--- config.mk ---
export PLATFORM = sky130hd
export DESIGN_NAME = pattern_sequencer
export DESIGN_NICKNAME = d
export VERILOG_FILES = /design/src/rtl/pattern_pkg.sv /design/src/rtl/pattern_sequencer_rr_arbiter2.sv /design/src/rtl/pattern_sequencer.sv
export SDC_FILE = /design/constraint.sdc
export NUM_CORES = 1
export LEC_CHECK = 0
export CAP_MARGIN = 20
export CORE_ASPECT_RATIO = 0.9
export CORE_MARGIN = 3
export CORE_UTILIZATION = 53
export CTS_CLUSTER_SIZE = 40
export DETAILED_ROUTE_END_ITERATION = 8
export GPL_TIMING_DRIVEN = 0
export PLACE_DENSITY = 0.85
export RECOVER_POWER = 25
export SLEW_MARGIN = 20
export SYNTH_ARGS = -nofsm -noshare
export SYNTH_HDL_FRONTEND = slang
export SYNTH_SLANG_ARGS = --single-unit
--- constraint.sdc ---
create_clock -name CLOCK50M -period 3.6 [get_ports CLOCK50M]
set_clock_uncertainty 0.05 [all_clocks]
set_input_delay 0.72 -clock CLOCK50M [delete_from_list [all_inputs] [get_ports CLOCK50M]]
set_output_delay 0.72 -clock CLOCK50M [all_outputs]
set_load 0.005 [all_outputs]
--- src/rtl/pattern_pkg.sv ---
// Shared types and constants for the LED pattern sequencer.
// Entry layout is {timestamp, pattern}.
package pattern_pkg;

  typedef enum logic [1:0] {
    IDLE  = 2'd0,
    RUN   = 2'd1,
    CLEAR = 2'd2
  } state_t;

  localparam int TS_W      = 10;
  localparam int PAT_W     = 8;
  localparam int ENTRY_W   = 18;
  localparam int MEM_DEPTH = 1024;

  localparam logic [1:0] MEM_SEL_PATTERN = 2'b00;

  // Blank entry written by the clear sweep for timestamp k.
  function automatic logic [ENTRY_W-1:0] clear_entry(
    input logic [TS_W-1:0] k
  );
    return {k, {PAT_W{1'b0}}};
  endfunction

endpackage

--- src/rtl/pattern_sequencer_rr_arbiter2.sv ---
// Two-way round-robin arbiter with enable.
// Priority flips to the other side after every grant.
module rr_arbiter2 (
  input  logic clk,
  input  logic rst,
  input  logic en,
  input  logic req0,
  input  logic req1,
  output logic gnt0,
  output logic gnt1
);

  // 0: req0 holds priority, 1: req1 holds priority
  logic prio;

  // Grant the lone requester, or the priority holder on contention
  always_comb begin
    gnt0 = en & req0 & (~req1 | ~prio);
    gnt1 = en & req1 & (~req0 | prio);
  end

  // Hand priority to the loser of each grant
  always_ff @(posedge clk or posedge rst) begin
    if (rst) begin
      prio <= 1'b0;
    end else if (gnt0) begin
      prio <= 1'b1;
    end else if (gnt1) begin
      prio <= 1'b0;
    end
  end

endmodule

--- src/rtl/pattern_sequencer.sv ---
// Playback controller for the timestamped LED pattern memory:
// timebase, write-port arbitration, clear sweep and pattern latch.
module pattern_sequencer
  import pattern_pkg::*;
#(
  parameter int TICK_DIV = 5000000,
  parameter int LOOP_LEN = 1024
) (
  input  logic               CLOCK50M,
  input  logic               RESET,
  input  logic               start,
  input  logic               stop,
  input  logic               clear,
  input  logic               req0_valid,
  input  logic [ENTRY_W-1:0] req0_data,
  output logic               req0_ready,
  input  logic               req1_valid,
  input  logic [ENTRY_W-1:0] req1_data,
  output logic               req1_ready,
  output logic               mem_write,
  output logic [1:0]         mem_address,
  output logic [ENTRY_W-1:0] mem_data,
  output logic [TS_W-1:0]    counter10h,
  input  logic [PAT_W-1:0]   pattern_in,
  output logic [PAT_W-1:0]   pattern_latched,
  output logic               tick,
  output logic               running,
  output logic               busy
);

  localparam int PRE_W = (TICK_DIV > 2) ? $clog2(TICK_DIV) : 1;
  localparam logic [PRE_W-1:0] PRE_LAST = PRE_W'(TICK_DIV - 1);
  localparam logic [TS_W-1:0]  TS_LAST  = TS_W'(LOOP_LEN - 1);
  localparam logic [TS_W-1:0]  K_LAST   = TS_W'(MEM_DEPTH - 1);

  state_t             state;
  state_t             state_next;
  logic [PRE_W-1:0]   prescaler;
  logic [TS_W-1:0]    sweep;
  logic               tick_d;
  logic               enter_clear;
  logic               advance;
  logic               gnt0;
  logic               gnt1;

  assign mem_address = MEM_SEL_PATTERN;
  assign running     = (state == RUN);
  assign busy        = (state == CLEAR);
  assign req0_ready  = gnt0;
  assign req1_ready  = gnt1;

  rr_arbiter2 u_arb (
    .clk  (CLOCK50M),
    .rst  (RESET),
    .en   (state != CLEAR),
    .req0 (req0_valid),
    .req1 (req1_valid),
    .gnt0 (gnt0),
    .gnt1 (gnt1)
  );

  // Next state: clear beats stop beats start; sweep end returns to IDLE
  always_comb begin
    state_next = state;
    unique case (state)
      IDLE: begin
        if (clear)      state_next = CLEAR;
        else if (start) state_next = RUN;
      end
      RUN: begin
        if (clear)      state_next = CLEAR;
        else if (stop)  state_next = IDLE;
      end
      CLEAR: begin
        if (sweep == K_LAST) state_next = IDLE;
      end
      default: state_next = IDLE;
    endcase
  end

  assign enter_clear = (state != CLEAR) && (state_next == CLEAR);
  assign advance     = (state == RUN) && (state_next == RUN);

  // State register
  always_ff @(posedge CLOCK50M or posedge RESET) begin
    if (RESET) state <= IDLE;
    else       state <= state_next;
  end

  // Prescaler and timestamp; a pause freezes both mid-interval
  always_ff @(posedge CLOCK50M or posedge RESET) begin
    if (RESET) begin
      prescaler  <= '0;
      counter10h <= '0;
      tick       <= 1'b0;
    end else if (enter_clear) begin
      prescaler  <= '0;
      counter10h <= '0;
      tick       <= 1'b0;
    end else if (advance && prescaler == PRE_LAST) begin
      prescaler  <= '0;
      tick       <= 1'b1;
      counter10h <= (counter10h == TS_LAST) ? '0
                                            : counter10h + TS_W'(1);
    end else if (advance) begin
      prescaler  <= prescaler + PRE_W'(1);
      tick       <= 1'b0;
    end else begin
      tick       <= 1'b0;
    end
  end

  // Sweep index: restarts on clear entry, steps once per CLEAR cycle
  always_ff @(posedge CLOCK50M or posedge RESET) begin
    if (RESET)            sweep <= '0;
    else if (enter_clear) sweep <= '0;
    else if (busy)        sweep <= sweep + TS_W'(1);
  end

  // Registered write port: sweep entries, else the granted request
  always_ff @(posedge CLOCK50M or posedge RESET) begin
    if (RESET) begin
      mem_write <= 1'b0;
      mem_data  <= '0;
    end else begin
      mem_write <= 1'b0;
      if (busy) begin
        mem_write <= 1'b1;
        mem_data  <= clear_entry(sweep);
      end else if (gnt0) begin
        mem_write <= 1'b1;
        mem_data  <= req0_data;
      end else if (gnt1) begin
        mem_write <= 1'b1;
        mem_data  <= req1_data;
      end
    end
  end

  // Latch read data one cycle after tick so the memory has settled
  always_ff @(posedge CLOCK50M or posedge RESET) begin
    if (RESET) begin
      tick_d          <= 1'b0;
      pattern_latched <= '0;
    end else begin
      tick_d <= tick;
      if (running && tick_d) pattern_latched <= pattern_in;
    end
  end

endmodule

### After elaboration in Yosys (flattened, before gate mapping)

Cells that the tools add are included.

| storage, ports and cells | value |
|---|---|
| flip-flop bits (word level) | 75 |
| bits in latches | 0 |
| RAM bits | 0 |
| bits in read-only memories | 0 |
| input port bits | 51 |
| output and inout port bits | 44 |
| word-level logic and storage cells | 64 |
| memories | 0 |

| operators by class | value |
|---|---|
| add/subtract/negate cells | 3 |
| $mul | 0 |
| div/mod/pow operators | 0 |
| magnitude comparators | 0 |
| equal/unequal tests | 8 |
| shifts and indexed selects | 0 |
| multiplexer cells | 24 |
| bitwise logic cells | 9 |
| reduce and logical (&&, ||, !) cells | 10 |

Operators by type and width:

| operator | count |
|---|---|
| 23-bit two-way mux | 3 |
| 18-bit two-way mux | 3 |
| 10-bit two-way mux | 5 |
| 23-bit by 1-bit adder with 23-bit output (second input constant) | 1 |
| 23-bit equality test (second input constant) | 1 |
| 10-bit by 1-bit adder with 10-bit output (second input constant) | 2 |
| 10-bit equality test (second input constant) | 2 |
| 2-bit two-way mux | 5 |
| 1-bit two-way mux | 7 |
| 2-bit one-hot mux with 3 select lines | 1 |
| 2-bit nonzero test | 3 |
| 3-bit nonzero test | 2 |
| 1-bit bitwise AND | 4 |
| 2-bit by 1-bit equality test with 1-bit output (second input constant) | 2 |
| 2-bit equality test (second input constant) | 2 |
| 1-bit logical AND | 4 |
| 1-bit inverter | 3 |
| 2-bit logical NOT | 1 |
| 2-bit != test (second input constant) | 1 |
| 1-bit OR | 2 |

### Depth between registers and ports, before layout

Gate-level depths: netlist of run 1.

| logic depth | value |
|---|---|
| depth after elaboration | 8 |
| mapped depth | 7 |
| gate-level depth less buffers | 7 |

### Hierarchy

From an unflattened synthesis of run 1, not the netlist that was laid out.

| second synthesis, totals | value |
|---|---|
| cell total of the unflattened synthesis | 399 |
| area, all modules | 3773.6 sq um |

Modules (own cells, without submodules):

| module | instances | cells each | area each (sq um) | seq. area each (sq um) |
|---|---|---|---|---|
| pattern_sequencer | 1 | 390 | 3708.6 | 1851.8 |
| rr_arbiter2 | 1 | 9 | 65.1 | 25.0 |

### Least setup slack after synthesis of run 1

Ideal clock, no wire load.

| timing path | value |
|---|---|
| path kind | input to output |
| start | in req1_valid |
| end | out req0_ready |
| arrival | 1434 ps |
| path slack | 1396 ps |
| cell stages on the path | 4 |
| cells stage by stage | buf_4 -> inv_1 -> o21ai_1 -> nor2_1 |

| on the way | value |
|---|---|
| longest elaborated chain between the ends | 3 |

RTL lines:

| what | line | RTL |
|---|---|---|
| start, declared | pattern_sequencer.sv:17 | `input logic req1_valid,` |
| 1-bit inverter | pattern_sequencer_rr_arbiter2.sv:18 | `gnt0 = en & req0 & (~req1 \| ~prio);` |
| 1-bit OR | pattern_sequencer_rr_arbiter2.sv:18 |  |
| 1-bit bitwise AND | pattern_sequencer_rr_arbiter2.sv:18 |  |
| end, declared | pattern_sequencer.sv:16 | `output logic req0_ready,` |

No other way between the ends.

### Worst setup path in the final report of run 1

| timing path | value |
|---|---|
| start | in req0_valid |
| end | out req1_ready |

| on the way | value |
|---|---|
| longest elaborated chain between the ends | 3 |

RTL lines:

| what | line | RTL |
|---|---|---|
| start, declared | pattern_sequencer.sv:14 | `input logic req0_valid,` |
| 1-bit inverter | pattern_sequencer_rr_arbiter2.sv:19 | `gnt1 = en & req1 & (~req0 \| prio);` |
| 1-bit OR | pattern_sequencer_rr_arbiter2.sv:19 |  |
| 1-bit bitwise AND | pattern_sequencer_rr_arbiter2.sv:19 |  |
| end, declared | pattern_sequencer.sv:19 | `output logic req1_ready,` |

No other way between the ends.

==> results.yml, run 1 <==
setup_path:
  crit_type: "input pin to output port"
  startpoint: "req0_valid"
  worst_r2r_endpoint: "counter10h[5]$_DFFE_PP0P_"
  cp-start-kind: "input pin"
  crit_arrival_ns: 2.63
  rr_startpoint: "prescaler[0]$_DFFE_PP0P_"
  regToRegSetupSlack_ns: 1.37
  cp-endpoint: "req1_ready"
  worst_setup_path_end_kind: "output port"
  crit_fanout: 10
  cp.required_ns: 2.83
  worst_r2r_path_depth: 7
synthesis:
  synth_edf_count: 0
  synth_most_common_cell: "dfrtp_1"
  ys_warn_count: 0
  syn_avg_cell_area_sq_um: 9.757
  synthTopCellsByCount: "dfrtp_1, nor2_1, nand2_1, a21oi_1"
  synth_fa_ha_area_share_pct: 0.9715
  synth_top_area_cell: "dfrtp_1"
  syn-instance-count: 396
  synth_compound_area_share_pct: 12.73
  synth-simple-area-share_pct: 24.51
  synth_xor_area_share_pct: 4.307
  synthDistinctLibCells: 55
  yosysTopAreaCellShare_pct: 48.58
  ys_top_cells_by_area: "dfrtp_1, nor2_1, nand2_1"
  muxShareOfSynthArea_pct: 4.922
  synth_top_family_by_area: "simple AND/OR/NAND/NOR gates"
  syn_area_sq_um: 3864
  async_flop_share_pct: 100.0
  ys.flop_type: "dfrtp_1"
  synth-seq-cells: 75
  ys_seq_area_share_pct: 48.58
run_status:
  status: "completed"
pwr:
  intPower_mw: 1.948
  p_per_area_nw_per_um2: 535.6
  p_switching_uw: 823.7
  seq_power_share_pct: 39.6
  combPwrFrac_pct: 29.0
  leakagePower_nw: 2.182
  peakVddDrop_mv: 0.4292
  switching_share_pct: 29.72
  clock_power_share_pct: 31.4
layout:
  antennaDiodeCount: 0
  fin_nets: 554
  final_core_util_pct: 75.75
  syn2layout_area_growth_pct: 33.94
  nFillCells: 480
  drive_gt1_share_pct: 10.50
  final_area_sq_um: 5175
  fin_cells: 595
die:
  core-area_sq_um: 6832
  io_pins: 95
  die-area_sq_um: 8352
  start_util_pct: 56.56
  fp.dieW_um: 96
  die_y_um: 87
  rows: 28
sta:
  setup_viol: 0
  fin_hold_ws_ns: 0.3732
  slew_violations: 0
  fin_crit_ns: 3.404
  fmax_mhz: 293.8
  relSlewSlack_pct: 4.371
  hold_violations: 0
  tightest_slew_ns: 1.434
  fin_crit_sh_pct: 94.55
  rsz0062_at_grt: "false"
placed_design:
  placed_area_sq_um: 4921
  io_buffers: 91
  dp_hpwl_mm: 7.366
  dp_cells: 579
  gp_congestion: 0.8416
detailed_routing:
  drtPass1Iterations: 4
  wirelength_mm: 9.838
  via_per_inst: 5.733
  drtIter0Drc: 231
  drc: 0
  ant_nets: 0
  vias: 3411
  wl_per_cell_um: 16.53
clock_network:
  clock_sinks: 75
  hold_buffers: 0
  ctsRootBufferMaster: "clkbuf_8"
  tritoncts: "yes"
  cts_buffers: 9
  path_clk_slew_ns: 0.07
  cts_max_level: 3
  clock_latency_ns: 0.35
  cts_max_path_buffers: 2
global_routing:
  antenna_found_initial: 0
  grt_pass1_wl_mm: 15.92
  grt_overflow: 0
  track_usage_pct: 24.50
  first_global_vias: 3405
  grt_max_degree: 60
job:
  cap_viol_max_count: 0
hold_path:
  hp-class: "flop to flop"
## power by group through the flow
stage | Combinational [mW] | Sequential, mW | Clock (mW)
detailed placement | 0.802 | 1.11 | 0
floorplan | 0.394 | 1.10 | 0
finish | 0.803 | 1.10 | 0.870
CTS | 0.805 | 1.09 | 0.886
global placement | 0.769 | 1.10 | 0
global route | 0.876 | 1.12 | 0.927
## registers in the layout (all words and copies together) (netlist names)
name / cells
prescaler: 23
u_arb.prio: 1
sweep: 10
tick: 1
tick_d: 1
mem_data: 18
counter10h: 10
pattern_latched: 8
state: 2
mem_write: 1
## cells in the final DEF, fill, tap and decap left out, types with 3 or more instances in the layout
| cell type | instances |
|---|---|
| a21o_1 | 9 |
| a21oi_1 | 19 |
| a311oi_1 | 7 |
| and2_1 | 3 |
| and4_1 | 5 |
| buf_2 | 6 |
| buf_4 | 3 |
| bufinv_16 | 4 |
| clkbuf_1 | 7 |
| clkbuf_8 | 11 |
| clkdlybuf4s50_1 | 90 |
| dfrtp_1 | 75 |
| ha_1 | 3 |
| inv_1 | 15 |
| mux2_2 | 8 |
| mux2i_1 | 10 |
| nand2_1 | 42 |
| nand3_1 | 18 |
| nand4_1 | 10 |
| nor2_1 | 46 |
| nor2b_1 | 4 |
| nor3_1 | 12 |
| o211ai_1 | 3 |
| o21ai_0 | 18 |
| o21ai_1 | 7 |
| o31ai_1 | 3 |
| or3_1 | 7 |
| xnor2_1 | 16 |
| xor2_1 | 3 |
## how the worst min path moves through the flow
stage	from	cells after the start	endpoint	slack, ns
2_1_floorplan	tick$_DFF_PP0_	0	tick_d$_DFF_PP0_	0.33
3_3_place_gp	tick$_DFF_PP0_	0	tick_d$_DFF_PP0_	0.35
4_1_cts	tick$_DFF_PP0_	0	tick_d$_DFF_PP0_	0.36
3_5_place_dp	tick$_DFF_PP0_	0	tick_d$_DFF_PP0_	0.35
6_report	tick$_DFF_PP0_	0	tick_d$_DFF_PP0_	0.37
5_1_grt	tick$_DFF_PP0_	0	tick_d$_DFF_PP0_	0.37
## layer usage
| layer | track usage [%] | up-vias | share of wire, % |
|---|---|---|---|
| met1 | 31.81 | 1669 | 41 |
| met4 | 8.398 | 0 | 2.3 |
| met3 | 6.482 | 21 | 5.5 |
| met5 | 0 | - | 0 |
| li1 | - | 1609 | - |
| met2 | 39.69 | 112 | 51 |
## timing repair
| item | 4_1_cts | 5_1_grt |
|---|---|---|
| setup buffers | 0 | 0 |
| gates resized for setup | 0 | 1 |
| endpoints found under the setup margin | 0 | 1 |
## per-stage QoR
stage / setup TNS, ns / setup WS [ns] / power (mW)
3_3_place_gp: -22.62 / -0.3058 / 1.869
2_1_floorplan: 0 / 0.9200 / 1.492
3_5_place_dp: 0 / 0.1321 / 1.913
5_1_grt: 0 / 0.09808 / 2.918
6_report: 0 / 0.1962 / 2.772
4_1_cts: 0 / 0.1460 / 2.785
## final cells by class
type                            instances  area, sq um  area share [%]
Buffer                                 16        86.33           1.668
Clock buffer                           12        155.1           2.998
Clock inverter                          4        120.1           2.321
Inverter                               17        65.06           1.257
Multi-Input combinational cell        289         1843           35.61
Sequential cell                        75         1877           36.27
Tap cell                               90        112.6           2.176
Timing Repair Buffer                   92        915.9           17.70
## critical path, stage by stage
cell and delay (ns):
clkdlybuf4s50_1 0.55, a211oi_2 0.72, clkdlybuf4s50_1 0.64
## kinds of logic after synthesis
group,count (synthesis)
and+or+nand+nor,172
AOI/OAI and AO/OA,75
DFF,75
buffers and inverters,33
xor gates and xnor gates,19
muxes,18
adders and majority gates,3
other,1
No activity file was read; power rests on OpenSTA's default activity.
==> inputs of run 2 (changes only) <==
--- a/config.mk
+++ b/config.mk
@@ -7,7 +7,7 @@
 export LEC_CHECK = 0
 export CAP_MARGIN = 20
 export CORE_ASPECT_RATIO = 0.9
-export CORE_MARGIN = 3
+export CORE_MARGIN = 2
 export CORE_UTILIZATION = 53
 export CTS_CLUSTER_SIZE = 40
 export DETAILED_ROUTE_END_ITERATION = 8
==> results.yml, run 2 (synthesis gave the netlist of run 1 again) <==
global_routing:
  first_global_vias: 3412
  antenna_found_initial: 0
  grtUsageMet3_pct: 6.838
  grt_overflow: 0
  grt_max_degree: 50
  track_usage_pct: 26.18
  grt_busiest_layer: "met2"
  grt_util_met1_pct: 35.16
  grt_pass1_wl_mm: 16.47
  grtUsageMet2_pct: 42.47
setup_path:
  crit_cells: 4
  path_cells: "clkdlybuf4s50_1 -> o21ai_1 -> nor2_2 -> clkdlybuf4s50_1"
  crit_fanout: 9
  cp_common_cell: "clkdlybuf4s50_1"
  rr_startpoint: "prescaler[0]$_DFFE_PP0P_"
  worst_r2r_path_depth: 6
  cp.buffers_inverters: 2
  cp_slowest_cell: "clkdlybuf4s50_1"
  cp_top_family: "buffers and inverters"
  startpoint: "req0_valid"
  worst_setup_path_end_kind: "output port"
  cp.required_ns: 2.83
  cp-start-kind: "input pin"
  crit_type: "input pin to output port"
  crit_arrival_ns: 2.57
  slowest_delay_ns: 0.63
sta:
  hold_violations: 0
  fmax_mhz: 299.1
  slew_violations: 0
  relSlewSlack_pct: 18.23
  setup_viol: 0
  fin_crit_sh_pct: 92.88
  tightest_slew_ns: 1.220
  finalSetupTns_ns: 0
  rsz0062_at_grt: "false"
  fin_crit_ns: 3.344
  postLayoutSetupSlackWorst_ns: 0.2564
  fin_hold_ws_ns: 0.3803
layout:
  final_core_util_pct: 72.79
  drive_gt1_share_pct: 10.69
  fin_nets: 554
  largest_register_ffs: 23
  multi_input_area_sq_um: 1843
  largestRegisters: "prescaler: 23 flops, mem_data: 18 flops"
  fin_cells: 598
  final_cell_mix: "clkdlybuf4s50_1, dfrtp_1, nor2_1"
  regArea_sq_um: 1877
  final_common_cell: "clkdlybuf4s50_1"
  antennaDiodeCount: 0
  top_register: "prescaler"
  final_area_sq_um: 5150
  nFillCells: 529
  syn2layout_area_growth_pct: 33.29
detailed_routing:
  drtIter0Drc: 244
  via_per_inst: 5.739
  ant_nets: 0
  vias: 3432
  wirelength_mm: 9.911
  drtPass1Iterations: 6
  drc: 0
  wl_per_cell_um: 16.57
die:
  fp.dieW_um: 94
  die_y_um: 85
  core-area_sq_um: 7076
  die-area_sq_um: 7990
  io_pins: 95
  rows: 29
  start_util_pct: 54.61
pwr:
  leakagePower_nw: 2.167
  total_power_mw: 2.664
  intPower_mw: 1.845
  peakVddDrop_mv: 0.3718
  clock_power_share_pct: 29.1
  p_switching_uw: 818.9
  switching_share_pct: 30.74
  combPwrFrac_pct: 29.8
  seq_power_share_pct: 41.1
  p_per_area_nw_per_um2: 517.2
clock_network:
  clock_sinks: 75
  path_clk_slew_ns: 0.07
  cts_buffers: 9
  tritoncts: "yes"
  cts_max_level: 3
  ctsRootBufferMaster: "clkbuf_8"
  clock_latency_ns: 0.35
  cts_max_path_buffers: 2
  hold_buffers: 0
placed_design:
  gp_congestion: 0.8517
  dp_hpwl_mm: 7.196
  dp_cells: 582
  placed_area_sq_um: 4925
  pre_cts_ws_ns: 0.1307
  io_buffers: 91
hold_path:
  hold_start: "tick$_DFF_PP0_"
  hp-class: "flop to flop"
  hold_path_depth: 0
job:
  cap_viol_max_count: 0
run_status:
  status: "completed"
## run 2: final cells by class
type / instances / share of cell area (%)
clock inverter: 3 / 1.312
timing repair buffer: 92 / 17.78
clock buffer: 13 / 3.474
sequential: 75 / 36.44
inverter: 17 / 1.263
buffer: 16 / 1.676
tap: 93 / 2.259
multi-input combinational: 289 / 35.79
## run 2: power by group through the flow
stage / sequential, mW / clock (mW) / combinational, mW
final: 1.10 / 0.775 / 0.793
after global routing: 1.11 / 0.824 / 0.871
after CTS: 1.09 / 0.782 / 0.798
after detailed placement: 1.11 / 0 / 0.792
after global placement: 1.10 / 0 / 0.770
after floorplan: 1.10 / 0 / 0.394
## run 2: routing by layer
metal  wire length (um)  vias to the layer above
met5                  0                        -
met4                150                        0
met3                481                       16
met2               5011                      108
met1               4268                     1694
li1                   -                     1614
## run 2: repair_timing
action | CTS | global route
resized for setup | 0 | 1
buffers inserted | 0 | 0
setup endpoints to repair | 0 | 1
## run 2: worst register-to-register path: stages, from the launching register on
cell	delay (ns)
dfrtp_1	0.42
ha_1	0.29
nand4_4	0.22
nor4_4	0.49
a21o_1	0.29
buf_2	0.27
nor2_1	0.08
## run 2: final timing paths
| kind | end | slack, ns |
|---|---|---|
| worst max-delay path | req0_ready | 0.26 |
| worst min-delay path | tick_d$_DFF_PP0_ | 0.38 |
| worst max register to register | prescaler[5]$_DFFE_PP0P_ | 1.38 |
| worst min register to register | tick_d$_DFF_PP0_ | 0.38 |
| max in group asynchronous | prescaler[15]$_DFFE_PP0P_ | 0.77 |
| min in group asynchronous | mem_data[13]$_DFFE_PP0P_ | 1.02 |
==> patch 1, RTL diff (settings of run 1) <==
Encoding of `state_t`: now one-hot (3 bits for 3 states).
--- a/src/rtl/pattern_pkg.sv
+++ b/src/rtl/pattern_pkg.sv
@@ -3,8 +3,8 @@
 package pattern_pkg;
 
-  typedef enum logic [1:0] {
-    IDLE  = 2'd0,
-    RUN   = 2'd1,
-    CLEAR = 2'd2
+  typedef enum logic [2:0] {
+    IDLE  = 3'b001,
+    RUN   = 3'b010,
+    CLEAR = 3'b100
   } state_t;
 
Behaviour: no difference found for any inputs over 10 cycles, from zero or initial values and one cycle with RESET high; not proved beyond that.
==> patch 1 against run 1 <==
Worst setup slack worse by 0.044 ns. Final area down 1.9%. Synthesized area down 1.4%. Critical path depth up 2. Non-clock buffer count up 3. Worst hold slack worse by 0.021 ns. Sequential cell count up 1. Total power down 13%. Register-to-register slack worse by 0.40 ns. First-iteration DRC count down 12%. Routed wire length down 2.2%. Highest routed layer unchanged.
==> patch 1: results (changes against run 1) <==
Finish
The largest registers in the layout are prescaler: 23 flops, mem_data: 18 flops. The fill cell instance count of the final layout is 474 (-1.3%). The final net count is 561 (+1.3%). The number of antenna cells inserted is 0 (unchanged). The fraction of layout instances using a drive strength above 1 was 8.20% (-2.3 points). More flip-flops sit in one register than any other, and that register is prescaler. The number of non-filler instances in the completed layout was 602 (+1.2%).

Setup path
Among all stages on the critical path, the largest delay is contributed by sky130_fd_sc_hd__clkdlybuf4s50_1. The endpoint identified for the worst register-to-register timing path is mem_data[17]$_DFFE_PP0P_. The highest fanout seen on the critical path is 9 (-1). The cell depth of the worst flop-to-flop path came to 7 (unchanged). By startpoint and endpoint, the worst setup path is classified as in2out.

The largest incremental delay on the critical path is 0.59 ns (-0.13 ns). In this run the critical register-to-register path is launched from state[2]$_DFF_PP0_. The worst reg-to-reg setup slack is 0.97 ns (-0.40 ns).

Clock network
Clock-pin slew was measured on the worst setup and hold paths at 0.08 ns. The buffer depth of the longest clock path came to 2 (unchanged). The root cell of the clock tree is sky130_fd_sc_hd__clkbuf_8. The source-to-sink clock delay at the later pin of the worst-skew pair is 0.35 ns (about the same). The maximum level of the CTS H-tree is 3 (unchanged). The total clock buffers created by CTS was 9 (unchanged).

Global routing
The global-route wire length before repair came to 15.7 mm (-1.2%). The total track usage is 24.4% (-0.090 points). The pin count of the biggest net entering global routing is 55 (-8.3%). The number of antenna violations at the first check in global routing came to 0 (unchanged).

Place
The worst slack after detailed placement is -0.0849 ns (-0.217 ns). The number of input and output port buffers inserted is 92 (+1.1%). The placed wire-length estimate is 6.97 mm (-5.3%).

The number of placed cells counting well taps came to 586 (+1.2%). The area after detailed placement is 4880 um2 (-0.92%). The final estimated routing congestion in global placement was 0.868 (+3.1%).

Synth
The share of flip-flops with an asynchronous set or reset is 100% (unchanged). The sequential-to-total area share from yosys stat is 50.0% (+1.4 points). By count the netlist is led by 75 x sky130_fd_sc_hd__dfrtp_1, 51 x sky130_fd_sc_hd__nand2_1, 36 x sky130_fd_sc_hd__nor2_1. Among all flip-flop cells after synthesis, the most frequent one is sky130_fd_sc_hd__dfrtp_1. The average cell area after synthesis came to 9.47 um2 (-2.9%). The total number of yosys warnings was 0 (unchanged). Sorting the synthesized cells by area gives the leading types as sky130_fd_sc_hd__dfrtp_1 49%, sky130_fd_sc_hd__nand2_1 5.0%, sky130_fd_sc_hd__nand3_1 3.7%.

The number of distinct library cells after synthesis is 49 (-11%).

Hold path
In this run the worst hold path is classified as reg2reg. The number of cells traversed by the worst hold path is 0 (unchanged). The hold path startpoint is tick$_DFF_PP0_. The end point of the most critical hold path is tick_d$_DFF_PP0_.

Drt
The via count normalized by instance count is 5.72 (-0.18%). The DRC violation total after the first TritonRoute iteration is 204 (-12%). The iteration count of the initial detailed-routing pass is 5 (+1). The final wirelength came to 9.62 mm (-2.2%).

STA
The worst-case hold slack came to 0.353 ns (-0.0205 ns). The worst slew slack as a fraction of its limit was 14.6% (+10 points).

Outcome
The flow ran to the end, and the final reports show no timing, DRC or antenna violations.

Power
The static leakage is 2.20 nW (+0.85%). The peak supply drop is 370 uV (-14%).
==> patch 1: how the worst max path moves through the flow <==
| stage | endpoint | startpoint | slack, ns | cells past startpoint |
|---|---|---|---|---|
| after CTS | req1_ready | req1_valid | 0.04 | 5 |
| after detailed placement | req1_ready | req1_valid | -0.08 | 5 |
| final | req1_ready | req1_valid | 0.15 | 5 |
| after floorplan | counter10h[0]$_DFFE_PP0P_ | RESET | 0.89 | 1 |
| after global placement | counter10h[3]$_DFFE_PP0P_ | RESET | -0.30 | 2 |
| after global routing | req0_ready | state[2]$_DFF_PP0_ | 0.01 | 6 |
==> patch 1: worst max-delay path, delay by kind of cell <==
family	cells	cell delay, ns
simple gates	1	0.18
buf+inv	3	1.44
compound gates	1	0.33
==> patch 1: layer usage <==
| layer | global-route usage (%) | vias up | part of all wire (%) |
|---|---|---|---|
| li1 | - | 1637 | - |
| met1 | 32.3 | 1661 | 44 |
| met2 | 38.7 | 121 | 47 |
| met3 | 5.30 | 26 | 5.7 |
| met4 | 11.0 | 0 | 3.1 |
| met5 | 0 | - | 0 |
==> patch 1: repair_timing <==
action / 4_1_cts / 5_1_grt
gates resized for setup: 1 / 2
buffers inserted: 0 / 0
setup endpoints to repair: 1 / 3
==> patch 1: power by group <==
group / internal, W / switching, W
clock: 0.000390 / 0.000321
combinational: 0.000317 / 0.000336
sequential: 0.000959 / 0.0000752
==> patch 1: area by class of cell <==
class / instances / share of cell area [%]
plain buffers: 18 / 1.55
inverters: 8 / 0.616
multi-input cells: 301 / 35.6
well taps: 90 / 2.22
clock inverters: 6 / 1.75
flip-flops and latches: 76 / 37.5
repair buffers: 93 / 18.2
clock buffers: 10 / 2.51
==> patch 1: per-stage QoR <==
stage	setup TNS, ns	utilization (%)	power [W]
6_report	0	75.1	0.00240
4_1_cts	0	75.3	0.00241
5_1_grt	0	75.1	0.00253
3_3_place_gp	-22.37	71.7	0.00167
3_5_place_dp	-0.0849	72.1	0.00170
2_1_floorplan	0	-	0.00136
==> patch 1: cells by family (layout without fill, tap and decap cells) <==
logic type,after synthesis,count (layout),synth area share (%)
adders and majority gates,3,3,0.986
DFF,76,76,50.0
muxes,16,16,4.47
buffers and inverters,26,135,2.86
and+or+nand+nor,186,186,25.3
xor gates and xnor gates,18,18,4.14
other,1,2,0.0985
AOI/OAI and AO/OA,76,76,12.2
==> patch 2, RTL diff (flow settings as in run 1) <==
Made on the original files. Set the parameter `TICK_DIV` to 20000000 (it was 5000000).
--- a/src/rtl/pattern_sequencer.sv
+++ b/src/rtl/pattern_sequencer.sv
@@ -4,5 +4,5 @@
   import pattern_pkg::*;
 #(
-  parameter int TICK_DIV = 5000000,
+  parameter int TICK_DIV = 20000000,
   parameter int LOOP_LEN = 1024
 ) (
Formal check against the unedited RTL: same outputs for any inputs over 10 cycles, from zero or initial values and one cycle with RESET high; that may be too few to reach the edited logic, so the function may still have changed.
==> patch 2 against run 1 <==
Final area rose by 1.2%. Synthesized area rose by 4.3%. Total power fell by 11%. Routed wire length rose by 6.9%. Worst setup slack improved by 0.0081 ns. Cell count rose by 5.5%. Critical endpoint is now req0_ready. Sequential cell count rose by 2.
==> patch 2: results (changes against run 1) <==
Drt
The via count normalized by instance count is 6.04 (+5.3%). The routed length on met2 is 4.91 mm (-1.6%). The iteration count of the initial detailed-routing pass came to 5 (+1). The DRC violation total after the first TritonRoute iteration is 273 (+18%). The final wirelength is 10.5 mm (+6.9%). The amount of wire on met3 after detailed routing is 971 um (+79%).

The routed metal-1 wire length came to 4.53 mm (+11%).

Global routing
The routing usage on met1 is 33.5% (+1.7 points). The total track usage was 25.0% (+0.47 points). The met2 track utilization from global routing was 39.6% (-0.13 points). The number of global-route vias before repair is 3,764 (+11%). The global-route wire length before repair was 17.7 mm (+11%).

The met3 capacity usage during global routing is 8.04% (+1.6 points). The pin count of the biggest net entering global routing came to 51 (-15%).

Power
The net switching power of the design was 0.000811 W (-1.5%). The ratio of total power to cell area was 471 nW/um2 (-12%). The combinational gate power is 0.000780 W (-2.9%). The switching share of total power is 32.9% (+3.2 points). The static leakage is 2.13 nW (-2.2%).

The peak supply drop came to 359 uV (-16%).

Place
The final estimated routing congestion in global placement was 0.881 (+4.7%). The number of placed cells counting well taps is 613 (+5.9%). The placed wire-length estimate was 7.56 mm (+2.7%). The area after detailed placement was 5090 um2 (+3.5%).

The worst slack after detailed placement came to 0.0640 ns (-0.0681 ns).

Synth
The synthesized-area fraction occupied by xor and xnor cells came to 1.30% (-3.0 points). The average cell area after synthesis is 9.44 um2 (-3.3%). The adder and majority cell fraction of the synthesized area is 0.931% (-0.040 points). The multiplexer area fraction after synthesis is 3.73% (-1.2 points). Sorting the synthesized cells by area gives the leading types as sky130_fd_sc_hd__dfrtp_1 48%, sky130_fd_sc_hd__nand2_1 4.7%, sky130_fd_sc_hd__a21oi_1 4.3%. Counting instances in the post-synthesis netlist gives the leading cell types as 77 x sky130_fd_sc_hd__dfrtp_1, 50 x sky130_fd_sc_hd__nand2_1, 35 x sky130_fd_sc_hd__a21oi_1. The post-synthesis compound-gate area fraction is 18.2% (+5.5 points). The number of distinct library cells after synthesis came to 53 (-3.6%). The sequential-to-total area share from yosys stat was 47.8% (-0.76 points).

Outcome
The run finished with clean final reports.

Finish
The final net count came to 585 (+5.6%). The largest registers in the layout are prescaler: 25 flops, mem_data: 18 flops. The fraction of layout instances using a drive strength above 1 is 8.22% (-2.3 points).

The fill cell instance count of the final layout is 559 (+16%).

Setup path
The cell depth of the worst flop-to-flop path is 6 (-1). On the critical path, the stage with the largest delay is an instance of sky130_fd_sc_hd__clkdlybuf4s50_1. The highest fanout seen on the critical path is 9 (-1). The largest incremental delay on the critical path is 0.58 ns (-0.14 ns).

STA
The worst-margin pin slew is 1.24 ns (-0.197 ns).
## patch 2: cell count changes after synthesis, sizes merged, moves of 7 or more
cell,before,now
nor3,13,4
or4,0,16
a21oi,19,35
and3,2,9
o31ai,3,18
nor2,47,28
xnor2,16,2
## patch 2: worst paths after layout
kind	from	endpoint	slack [ns]
max	req0_valid	req0_ready	0.20
min	tick$_DFF_PP0_	tick_d$_DFF_PP0_	0.35
max reg2reg	state[1]$_DFF_PP0_	mem_data[8]$_DFFE_PP0P_	1.27
min reg2reg	tick$_DFF_PP0_	tick_d$_DFF_PP0_	0.35
max in group asynchronous	RESET	tick_d$_DFF_PP0_	0.74
min in group asynchronous	RESET	mem_data[1]$_DFFE_PP0P_	1.02
## patch 2: final cells by class
cell class / count / area share [%]
buffer: 20 / 1.70
clock buffer: 11 / 2.70
clock inverter: 4 / 0.478
inverter: 13 / 0.956
multi-input combinational: 318 / 37.7
sequential: 77 / 36.8
tap: 93 / 2.22
timing repair buffer: 92 / 17.5
